==> src/rtl/decode_issue_stage_if.sv <==
// Handshake and bus bundle for decode_issue_stage.
// slave  : the decode/issue stage itself.
// master : the surrounding pipeline (fetch, register file, writeback, execute).
interface decode_issue_stage_if #(
    parameter int BUS      = 32,
    parameter int NUM_REGS = 16,
    parameter int RA_W     = 4
);
    // Fetch side
    logic                in_valid;
    logic                in_ready;
    logic [31:0]         in_instr;
    logic [BUS-1:0]      in_pc;
    // External register file read ports
    logic [RA_W-1:0]     rf_ra_addr;
    logic [RA_W-1:0]     rf_rb_addr;
    logic [BUS-1:0]      rf_ra_data;
    logic [BUS-1:0]      rf_rb_data;
    // Writeback and branch resolution
    logic                wb_we;
    logic [RA_W-1:0]     wb_rd;
    logic [BUS-1:0]      wb_data;
    logic                flush;
    // Execute side
    logic                out_valid;
    logic                out_ready;
    logic [1:0]          out_funtype;
    logic [1:0]          out_funcode;
    logic [RA_W-1:0]     out_rd;
    logic [BUS-1:0]      out_opa;
    logic [BUS-1:0]      out_opb;
    logic [BUS-1:0]      out_pc;
    logic                out_wb;
    logic                out_memrd;
    logic                out_memwr;
    logic                out_branch;
    // Scoreboard view
    logic [NUM_REGS-1:0] busy_mask;

    modport slave (
        input  in_valid, in_instr, in_pc, rf_ra_data, rf_rb_data,
        input  wb_we, wb_rd, wb_data, flush, out_ready,
        output in_ready, rf_ra_addr, rf_rb_addr,
        output out_valid, out_funtype, out_funcode, out_rd, out_opa, out_opb, out_pc,
        output out_wb, out_memrd, out_memwr, out_branch, busy_mask
    );

    modport master (
        output in_valid, in_instr, in_pc, rf_ra_data, rf_rb_data,
        output wb_we, wb_rd, wb_data, flush, out_ready,
        input  in_ready, rf_ra_addr, rf_rb_addr,
        input  out_valid, out_funtype, out_funcode, out_rd, out_opa, out_opb, out_pc,
        input  out_wb, out_memrd, out_memwr, out_branch, busy_mask
    );
endinterface

==> src/rtl/decode_issue_stage.sv <==
// Registered decode / operand-read stage between fetch and execute.
// A per-register pending-write scoreboard stalls RAW hazards; flush kills the
// held bundle and the instruction presented in the same cycle.
// Optional feature macro: DECODE_WB_BYPASS_EN -- forwards same-cycle writeback
// data into the operands and lets a single retiring write release a stall.
module decode_issue_stage #(
    parameter int BUS      = 32,
    parameter int NUM_REGS = 16,
    parameter int RA_W     = 4,
    parameter int PEND_W   = 2
) (
    input logic                 clk,
    input logic                 rst_n,
    decode_issue_stage_if.slave bus
);
    localparam logic [RA_W-1:0]   NO_REG   = RA_W'(NUM_REGS - 1);
    localparam logic [PEND_W-1:0] CNT_MAX  = '1;
    localparam logic [PEND_W-1:0] CNT_NEAR = PEND_W'((2 ** PEND_W) - 2);

    // Instruction fields
    logic [1:0]      ftype;
    logic [1:0]      fcode;
    logic [RA_W-1:0] f_rd;
    logic [RA_W-1:0] f_rs;
    logic [RA_W-1:0] f_rx;
    logic            selimm;

    assign ftype  = bus.in_instr[31:30];
    assign fcode  = bus.in_instr[29:28];
    assign f_rd   = RA_W'(bus.in_instr[27:24]);
    assign f_rs   = RA_W'(bus.in_instr[23:20]);
    assign f_rx   = RA_W'(bus.in_instr[19:16]);
    assign selimm = bus.in_instr[0];

    // Decoded controls and operand selection
    logic            d_wb, d_memrd, d_memwr, d_branch, d_cachewr;
    logic            a_zero, a_used, b_used;
    logic [RA_W-1:0] a_addr;
    logic [BUS-1:0]  imm_val;

    // Scoreboard state and hazard terms
    logic [PEND_W-1:0]   cnt     [NUM_REGS];
    logic [PEND_W-1:0]   cnt_nxt [NUM_REGS];
    logic [PEND_W-1:0]   cnt_a, cnt_b;
    logic                byp_a, byp_b;
    logic                held_a, held_b, held_rd;
    logic                haz_a, haz_b, rd_full, stall;
    logic                in_fire, out_fire;
    logic [NUM_REGS-1:0] inc_vec, dec_vec, busy;
    logic [BUS-1:0]      opa_val, opb_val;

    // Instruction decode: control flags, operand sources and immediate
    always_comb begin
        // NOTE: every variable gets a default first so no path leaves one unassigned (no latch).
        d_wb      = (ftype == 2'b00 && fcode != 2'b11) || (ftype == 2'b01 && fcode == 2'b00) ||
                    (ftype == 2'b10) || (ftype == 2'b11 && fcode == 2'b00);
        d_memrd   = (ftype == 2'b01 && fcode == 2'b00);
        d_memwr   = (ftype == 2'b01 && fcode == 2'b01);
        d_branch  = (ftype == 2'b10);
        d_cachewr = (ftype == 2'b11 && fcode == 2'b10);
        // MOV and all type-11 ops take a constant zero as operand A
        a_zero    = (ftype == 2'b00 && fcode == 2'b10) || (ftype == 2'b11);
        a_used    = !a_zero;
        // Non-writing, non-memory ops (CMP and friends) read RD as operand A
        a_addr    = (d_wb || d_memrd || d_memwr) ? f_rs : f_rd;
        b_used    = !(selimm || d_cachewr);
        if (d_cachewr) begin
            imm_val = BUS'(bus.in_instr[23:20]);
        end else if (ftype == 2'b00) begin
            imm_val = BUS'(bus.in_instr[19:1]);
        end else begin
            imm_val = BUS'(bus.in_instr[27:0]);
        end
    end

    assign bus.rf_ra_addr = a_addr;
    assign bus.rf_rb_addr = f_rx;

    // RAW and counter-saturation hazard detection against the scoreboard
    always_comb begin
        cnt_a = cnt[a_addr];
        cnt_b = cnt[f_rx];
        byp_a = 1'b0;
        byp_b = 1'b0;
`ifdef DECODE_WB_BYPASS_EN
        byp_a = bus.wb_we && (bus.wb_rd == a_addr);
        byp_b = bus.wb_we && (bus.wb_rd == f_rx);
        if (byp_a && cnt_a != '0) cnt_a = cnt_a - 1'b1;
        if (byp_b && cnt_b != '0) cnt_b = cnt_b - 1'b1;
`endif
        // The held bundle has not been counted yet but will write its RD
        held_a  = bus.out_valid && bus.out_wb && (bus.out_rd == a_addr);
        held_b  = bus.out_valid && bus.out_wb && (bus.out_rd == f_rx);
        held_rd = bus.out_valid && bus.out_wb && (bus.out_rd == f_rd);
        haz_a   = a_used && (a_addr != NO_REG) && (cnt_a != '0 || held_a);
        haz_b   = b_used && (f_rx != NO_REG) && (cnt_b != '0 || held_b);
        // A writer may not push its counter past all-ones; a held writer to the
        // same RD already claims one slot, so one below the maximum is also full.
        rd_full = d_wb && (f_rd != NO_REG) &&
                  (cnt[f_rd] == CNT_MAX || (cnt[f_rd] == CNT_NEAR && held_rd));
        stall   = bus.in_valid && (haz_a || haz_b || rd_full);
    end

    assign bus.in_ready = rst_n && (bus.flush || (!stall && (!bus.out_valid || bus.out_ready)));
    assign in_fire      = bus.in_valid && bus.in_ready && !bus.flush;
    assign out_fire     = bus.out_valid && bus.out_ready && !bus.flush;

    // Operand values, with optional same-cycle writeback forwarding
    always_comb begin
        opa_val = '0;
        if (!a_zero) opa_val = byp_a ? bus.wb_data : bus.rf_ra_data;
        opb_val = imm_val;
        if (b_used) opb_val = byp_b ? bus.wb_data : bus.rf_rb_data;
    end

    // Scoreboard next state: +1 on issue of a writer, -1 on writeback, never below zero
    always_comb begin
        inc_vec = (out_fire && bus.out_wb && bus.out_rd != NO_REG) ?
                  (NUM_REGS'(1) << bus.out_rd) : '0;
        dec_vec = (bus.wb_we && bus.wb_rd != NO_REG) ? (NUM_REGS'(1) << bus.wb_rd) : '0;
        for (int i = 0; i < NUM_REGS; i++) begin
            cnt_nxt[i] = cnt[i];
            busy[i]    = (cnt[i] != '0);
            if (inc_vec[i] && !(dec_vec[i] && cnt[i] != '0)) begin
                cnt_nxt[i] = cnt[i] + 1'b1;
            end else if (dec_vec[i] && cnt[i] != '0 && !inc_vec[i]) begin
                cnt_nxt[i] = cnt[i] - 1'b1;
            end
        end
    end

    assign bus.busy_mask = busy;

    // Scoreboard counters; flush does not clear them since issued writers still retire
    always_ff @(posedge clk or negedge rst_n) begin
        if (!rst_n) begin
            // NOTE: this small array is reset explicitly because busy_mask must read zero during reset.
            for (int i = 0; i < NUM_REGS; i++) cnt[i] <= '0;
        end else begin
            for (int i = 0; i < NUM_REGS; i++) cnt[i] <= cnt_nxt[i];
        end
    end

    // Output bundle register: flush beats capture, capture beats drain
    always_ff @(posedge clk or negedge rst_n) begin
        // NOTE: sequential state uses non-blocking assignments so all flops update together.
        if (!rst_n) begin
            bus.out_valid   <= 1'b0;
            bus.out_funtype <= '0;
            bus.out_funcode <= '0;
            bus.out_rd      <= '0;
            bus.out_opa     <= '0;
            bus.out_opb     <= '0;
            bus.out_pc      <= '0;
            bus.out_wb      <= 1'b0;
            bus.out_memrd   <= 1'b0;
            bus.out_memwr   <= 1'b0;
            bus.out_branch  <= 1'b0;
        end else if (bus.flush) begin
            bus.out_valid <= 1'b0;
        end else if (in_fire) begin
            bus.out_valid   <= 1'b1;
            bus.out_funtype <= ftype;
            bus.out_funcode <= fcode;
            bus.out_rd      <= f_rd;
            bus.out_opa     <= opa_val;
            bus.out_opb     <= opb_val;
            bus.out_pc      <= bus.in_pc;
            bus.out_wb      <= d_wb;
            bus.out_memrd   <= d_memrd;
            bus.out_memwr   <= d_memwr;
            bus.out_branch  <= d_branch;
        end else if (bus.out_ready) begin
            bus.out_valid <= 1'b0;
        end
    end
endmodule
==> src/flat_wrapper.sv <==
// flat-port wrapper written by rule: the top's interface ports become plain ports
module decode_issue_stage_flat 
#(
    parameter int BUS      = 32,
    parameter int NUM_REGS = 16,
    parameter int RA_W     = 4,
    parameter int PEND_W   = 2
)
  (clk, rst_n, bus_in_valid, bus_in_instr, bus_in_pc, bus_rf_ra_data, bus_rf_rb_data, bus_wb_we, bus_wb_rd, bus_wb_data, bus_flush, bus_out_ready, bus_in_ready, bus_rf_ra_addr, bus_rf_rb_addr, bus_out_valid, bus_out_funtype, bus_out_funcode, bus_out_rd, bus_out_opa, bus_out_opb, bus_out_pc, bus_out_wb, bus_out_memrd, bus_out_memwr, bus_out_branch, bus_busy_mask);
  decode_issue_stage_if #(.BUS(BUS), .NUM_REGS(NUM_REGS), .RA_W(RA_W)) bus_i ();
  input logic clk;
  input logic rst_n;
  input wire logic [$bits(bus_i.in_valid)-1:0] bus_in_valid;
  input wire logic [$bits(bus_i.in_instr)-1:0] bus_in_instr;
  input wire logic [$bits(bus_i.in_pc)-1:0] bus_in_pc;
  input wire logic [$bits(bus_i.rf_ra_data)-1:0] bus_rf_ra_data;
  input wire logic [$bits(bus_i.rf_rb_data)-1:0] bus_rf_rb_data;
  input wire logic [$bits(bus_i.wb_we)-1:0] bus_wb_we;
  input wire logic [$bits(bus_i.wb_rd)-1:0] bus_wb_rd;
  input wire logic [$bits(bus_i.wb_data)-1:0] bus_wb_data;
  input wire logic [$bits(bus_i.flush)-1:0] bus_flush;
  input wire logic [$bits(bus_i.out_ready)-1:0] bus_out_ready;
  output wire logic [$bits(bus_i.in_ready)-1:0] bus_in_ready;
  output wire logic [$bits(bus_i.rf_ra_addr)-1:0] bus_rf_ra_addr;
  output wire logic [$bits(bus_i.rf_rb_addr)-1:0] bus_rf_rb_addr;
  output wire logic [$bits(bus_i.out_valid)-1:0] bus_out_valid;
  output wire logic [$bits(bus_i.out_funtype)-1:0] bus_out_funtype;
  output wire logic [$bits(bus_i.out_funcode)-1:0] bus_out_funcode;
  output wire logic [$bits(bus_i.out_rd)-1:0] bus_out_rd;
  output wire logic [$bits(bus_i.out_opa)-1:0] bus_out_opa;
  output wire logic [$bits(bus_i.out_opb)-1:0] bus_out_opb;
  output wire logic [$bits(bus_i.out_pc)-1:0] bus_out_pc;
  output wire logic [$bits(bus_i.out_wb)-1:0] bus_out_wb;
  output wire logic [$bits(bus_i.out_memrd)-1:0] bus_out_memrd;
  output wire logic [$bits(bus_i.out_memwr)-1:0] bus_out_memwr;
  output wire logic [$bits(bus_i.out_branch)-1:0] bus_out_branch;
  output wire logic [$bits(bus_i.busy_mask)-1:0] bus_busy_mask;
  assign bus_i.in_valid = bus_in_valid;
  assign bus_i.in_instr = bus_in_instr;
  assign bus_i.in_pc = bus_in_pc;
  assign bus_i.rf_ra_data = bus_rf_ra_data;
  assign bus_i.rf_rb_data = bus_rf_rb_data;
  assign bus_i.wb_we = bus_wb_we;
  assign bus_i.wb_rd = bus_wb_rd;
  assign bus_i.wb_data = bus_wb_data;
  assign bus_i.flush = bus_flush;
  assign bus_i.out_ready = bus_out_ready;
  assign bus_in_ready = bus_i.in_ready;
  assign bus_rf_ra_addr = bus_i.rf_ra_addr;
  assign bus_rf_rb_addr = bus_i.rf_rb_addr;
  assign bus_out_valid = bus_i.out_valid;
  assign bus_out_funtype = bus_i.out_funtype;
  assign bus_out_funcode = bus_i.out_funcode;
  assign bus_out_rd = bus_i.out_rd;
  assign bus_out_opa = bus_i.out_opa;
  assign bus_out_opb = bus_i.out_opb;
  assign bus_out_pc = bus_i.out_pc;
  assign bus_out_wb = bus_i.out_wb;
  assign bus_out_memrd = bus_i.out_memrd;
  assign bus_out_memwr = bus_i.out_memwr;
  assign bus_out_branch = bus_i.out_branch;
  assign bus_busy_mask = bus_i.busy_mask;
  decode_issue_stage #(.BUS(BUS), .NUM_REGS(NUM_REGS), .RA_W(RA_W), .PEND_W(PEND_W)) u_core (.clk(clk), .rst_n(rst_n), .bus(bus_i));
endmodule
==> config.mk <==
export PLATFORM = sky130hd
export DESIGN_NAME = decode_issue_stage_flat
export DESIGN_NICKNAME = d
export VERILOG_FILES = /design/src/rtl/decode_issue_stage_if.sv /design/src/rtl/decode_issue_stage.sv /design/src/flat_wrapper.sv
export SDC_FILE = /design/constraint.sdc
export NUM_CORES = 1
export LEC_CHECK = 0
export CAP_MARGIN = 20
export CORE_UTILIZATION = 45
export CTS_CLUSTER_DIAMETER = 30
export DETAILED_ROUTE_END_ITERATION = 10
export GPL_TIMING_DRIVEN = 0
export HOLD_SLACK_MARGIN = 0.1
export PLACE_DENSITY = 0.82
export SKIP_CTS_REPAIR_TIMING = 1
export SLEW_MARGIN = 10
export SYNTH_ARGS = -nofsm -noshare
export SYNTH_HDL_FRONTEND = slang
export SYNTH_SLANG_ARGS = --single-unit
==> constraint.sdc <==
create_clock -name clk -period 3.9 [get_ports clk]
set_input_delay 0.585 -clock clk [delete_from_list [all_inputs] [get_ports clk]]
set_output_delay 0.585 -clock clk [all_outputs]
set_load 0.005 [all_outputs]
==> results.sh <==
export IMPL_status="finished, final reports clean"
export IMPL_cts_root_buf="clkbuf_16"
export IMPL_yosysSeqAreaShare_pct=45.1
export IMPL_worstSetupEndpointType="primary output"
export IMPL_drv_slew=0
export IMPL_register_area_sq_mm=0.00353
export IMPL_dp_worst_setup_slack_ps=-726
export IMPL_place_detailed_instances=1207
export IMPL_die_w_um=134
export IMPL_power_leakage_nw=5.37
export IMPL_port_buffers=264
export IMPL_critPathSlowestCell="or4_1"
export IMPL_cts_tree="done"
export IMPL_cts_made_buffers=17
export IMPL_power_frac_comb_pct=42.0
export IMPL_vdd_ir_drop_worst_uv=356
export IMPL_clk_path_buf_depth=2
export IMPL_die_area_sq_mm=0.0179
export IMPL_gp_congestion=0.904
export IMPL_slowest_delay_ps=560
export IMPL_synth_seq_cells=141
export IMPL_hold_path_class="register to register"
export IMPL_synth_area_top_cells="dfrtp_1 45%, mux2_1 10%, mux2i_1 7.3%, xor2_1 3.9%, mux4_2 3.2%"
export IMPL_setup_viol=0
export IMPL_crit_family="simple AND/OR/NAND/NOR gates"
export IMPL_syn_to_final_growth_pct=47.4
export IMPL_insertion_delay_ps=430
export IMPL_grt_pass1_vias=6554
export IMPL_synth_flop_cell="dfrtp_1"
export IMPL_p_sw_share_pct=31.7
export IMPL_grt_pass1_wl_mm=35.9
export IMPL_post_dp_hpwl_mm=17.5
export IMPL_cp_depth=11
export IMPL_coreArea_sq_mm=0.0168
export IMPL_cpMostUsedCell="dlymetal6s2s_1"
export IMPL_fin_ws_ps=141
export IMPL_seq_power_share_pct=34.7
export IMPL_multiInputGateArea_sq_mm=0.00389
export IMPL_synth_top_area_share_pct=45.1
export IMPL_via_per_inst=5.38
export IMPL_critPathBufInv=3
export IMPL_wire_per_inst_um=18.7
export IMPL_tightest_slew_ps=733
export IMPL_die_height_um=134
export IMPL_grt_max_degree=95
export IMPL_path_cells="dlymetal6s2s_1 -> mux2i_4 -> buf_4 -> mux2_4 -> nand2_2 -> o41ai_2 -> or4_1 -> o211a_1 -> nand2_1 -> a31oi_2 -> dlymetal6s2s_1"
export IMPL_crit_type="input port to primary output"
export IMPL_cts_sink_count=141
export IMPL_clk_pin_slew_ps=70
export IMPL_intPower_mw=4.98
export IMPL_antenna_found_initial=1
export IMPL_num_vias=6708
export IMPL_routed_wl_mm=23.4
export IMPL_hold_viol=0
export IMPL_max_freq_mhz=266
export IMPL_gr_total_overflow=0
export IMPL_p_switching_mw=2.31
export IMPL_clock_skew_ps=8.96
export IMPL_slew_headroom_pct=50.9
export IMPL_crit_fanout=6
export IMPL_finalSetupTns_ps=0
export IMPL_drc=0
export IMPL_syn_avg_cell_area_sq_um=10.8
export IMPL_cp_required_ps=3310
export IMPL_synthArstFlopShare_pct=100
export IMPL_yosysTopAreaCell="dfrtp_1"
export IMPL_hold_depth=1
export IMPL_drt_iter0_drc=479
export IMPL_final_nets=1199
export IMPL_mostFrequentLayoutCell="clkdlybuf4s50_1"
export IMPL_start_util_pct=46.7
export IMPL_synth_edff_count=0
export IMPL_netlist_area_sq_mm=0.00783
export IMPL_grt_total_usage_pct=26.4
export IMPL_rows=47
export IMPL_cp_arrival_ps=3170
export IMPL_drv_cap=0
export IMPL_drtAntennaViolNets=0
export IMPL_num_fill_cells=1317
export IMPL_finalCriticalPeriod_ps=3760
export IMPL_drive_above_1_share_pct=9.75
export IMPL_p_per_area_mw_per_mm2=632
export IMPL_layout_common_cells="258 x clkdlybuf4s50_1, 141 x dfrtp_1, 72 x mux2_1"
export IMPL_period_share_pct=96.4
export IMPL_yosysWarnings=0
export IMPL_fin_cells=1248
export IMPL_synth_cell_types=55
export IMPL_firstDrtPassIters=5
export IMPL_reg2reg_depth=10
export IMPL_synth_fp_nets=908
export IMPL_clockPowerShare_pct=23.3
export IMPL_syn_instance_count=722
export IMPL_rsz0062_at_grt="false"
export IMPL_start_kind="input port"
export IMPL_ctsHtreeMaxLevel=4
export IMPL_pin_count=304
cell type report:
class	instances	area share, %
multi-input combinational	485	33.7
sequential	141	30.6
timing repair buffer	273	23.8
clock buffer	18	3.81
buffer	44	2.47
tap	220	2.39
inverter	51	1.66
clock inverter	14	1.49
antenna	2	0.0434
kinds of logic (layout without fill, tap and decap cells):
family	after synthesis	in the layout	synth area share (%)
flip-flops	141	141	45.1
multiplexers	145	145	21.8
AO/OA/AOI/OAI	72	72	6.36
buffers and inverters	96	400	5.99
XOR/XNOR	59	59	6.60
AND/OR/NAND/NOR	191	191	11.5
other	2	4	0.0959
adder cells (fa/ha/maj)	16	16	2.56
per-stage QoR:
step / utilization [%] / hold WS, ps / power (mW) / instance area (sq um)
after floorplan: - / 289 / 3.66 / 7830
after global placement: 64.1 / 471 / 5.46 / 10700
after detailed placement: 64.3 / 473 / 5.55 / 10800
after CTS: 68.0 / 62.8 / 7.28 / 11400
after global routing: 68.8 / 504 / 7.68 / 11500
final: 68.9 / 489 / 7.29 / 11500
power by group through the flow:
| stage | clock, mW | combinational [mW] | sequential, mW |
|---|---|---|---|
| finish | 1.70 | 3.07 | 2.53 |
| global route | 1.78 | 3.29 | 2.61 |
| CTS | 1.72 | 3.04 | 2.52 |
| detailed placement | 0 | 3.01 | 2.54 |
| global placement | 0 | 2.96 | 2.51 |
| floorplan | 0 | 1.11 | 2.55 |
state kept, by name (all words and copies together), names as in the netlist:
name                    cells
u_core.bus.out_opa         32
u_core.bus.out_pc          32
u_core.bus.out_memwr        1
u_core.bus.out_wb           1
u_core.bus.out_funtype      2
u_core.bus.out_branch       1
u_core.cnt                 32
u_core.bus.out_valid        1
u_core.bus.out_opb         32
u_core.bus.out_funcode      2
u_core.bus.out_rd           4
u_core.bus.out_memrd        1
routing by layer:
layer  vias up  global-route usage [%]  share of wire [%]
li1       3088                       -                  -
met1      3272                    32.4                 40
met2       305                    43.6                 49
met3        43                    7.67                8.5
met4         0                    10.1                2.7
met5         -                       0                  0
path summary, 6_finish.rpt:
check                                             startpoint                                  to  slack [ps]
max                                         bus_in_instr[31]                        bus_in_ready         140
min                        u_core.bus.out_pc[22]$_DFFE_PN0P_   u_core.bus.out_pc[22]$_DFFE_PN0P_         490
max reg2reg                       u_core.cnt[22]$_DFFE_PN0P_  u_core.bus.out_opb[17]$_DFFE_PN0P_         870
min reg2reg                u_core.bus.out_pc[22]$_DFFE_PN0P_   u_core.bus.out_pc[22]$_DFFE_PN0P_         490
max in group asynchronous                              rst_n   u_core.bus.out_opb[6]$_DFFE_PN0P_        2450
min in group asynchronous                              rst_n   u_core.bus.out_opa[8]$_DFFE_PN0P_         650
synthesized netlist by cell type (all sizes together) (17+ instances only):
library cell  instances
xnor2                24
a211oi               17
mux2i                58
o21ai                19
dfrtp               141
clkbuf               23
nor2                 58
buf                  22
xor2                 35
nand3                22
mux2                 76
inv                  51
nand2                56
Note: power is estimated with default switching activity, not from simulation.
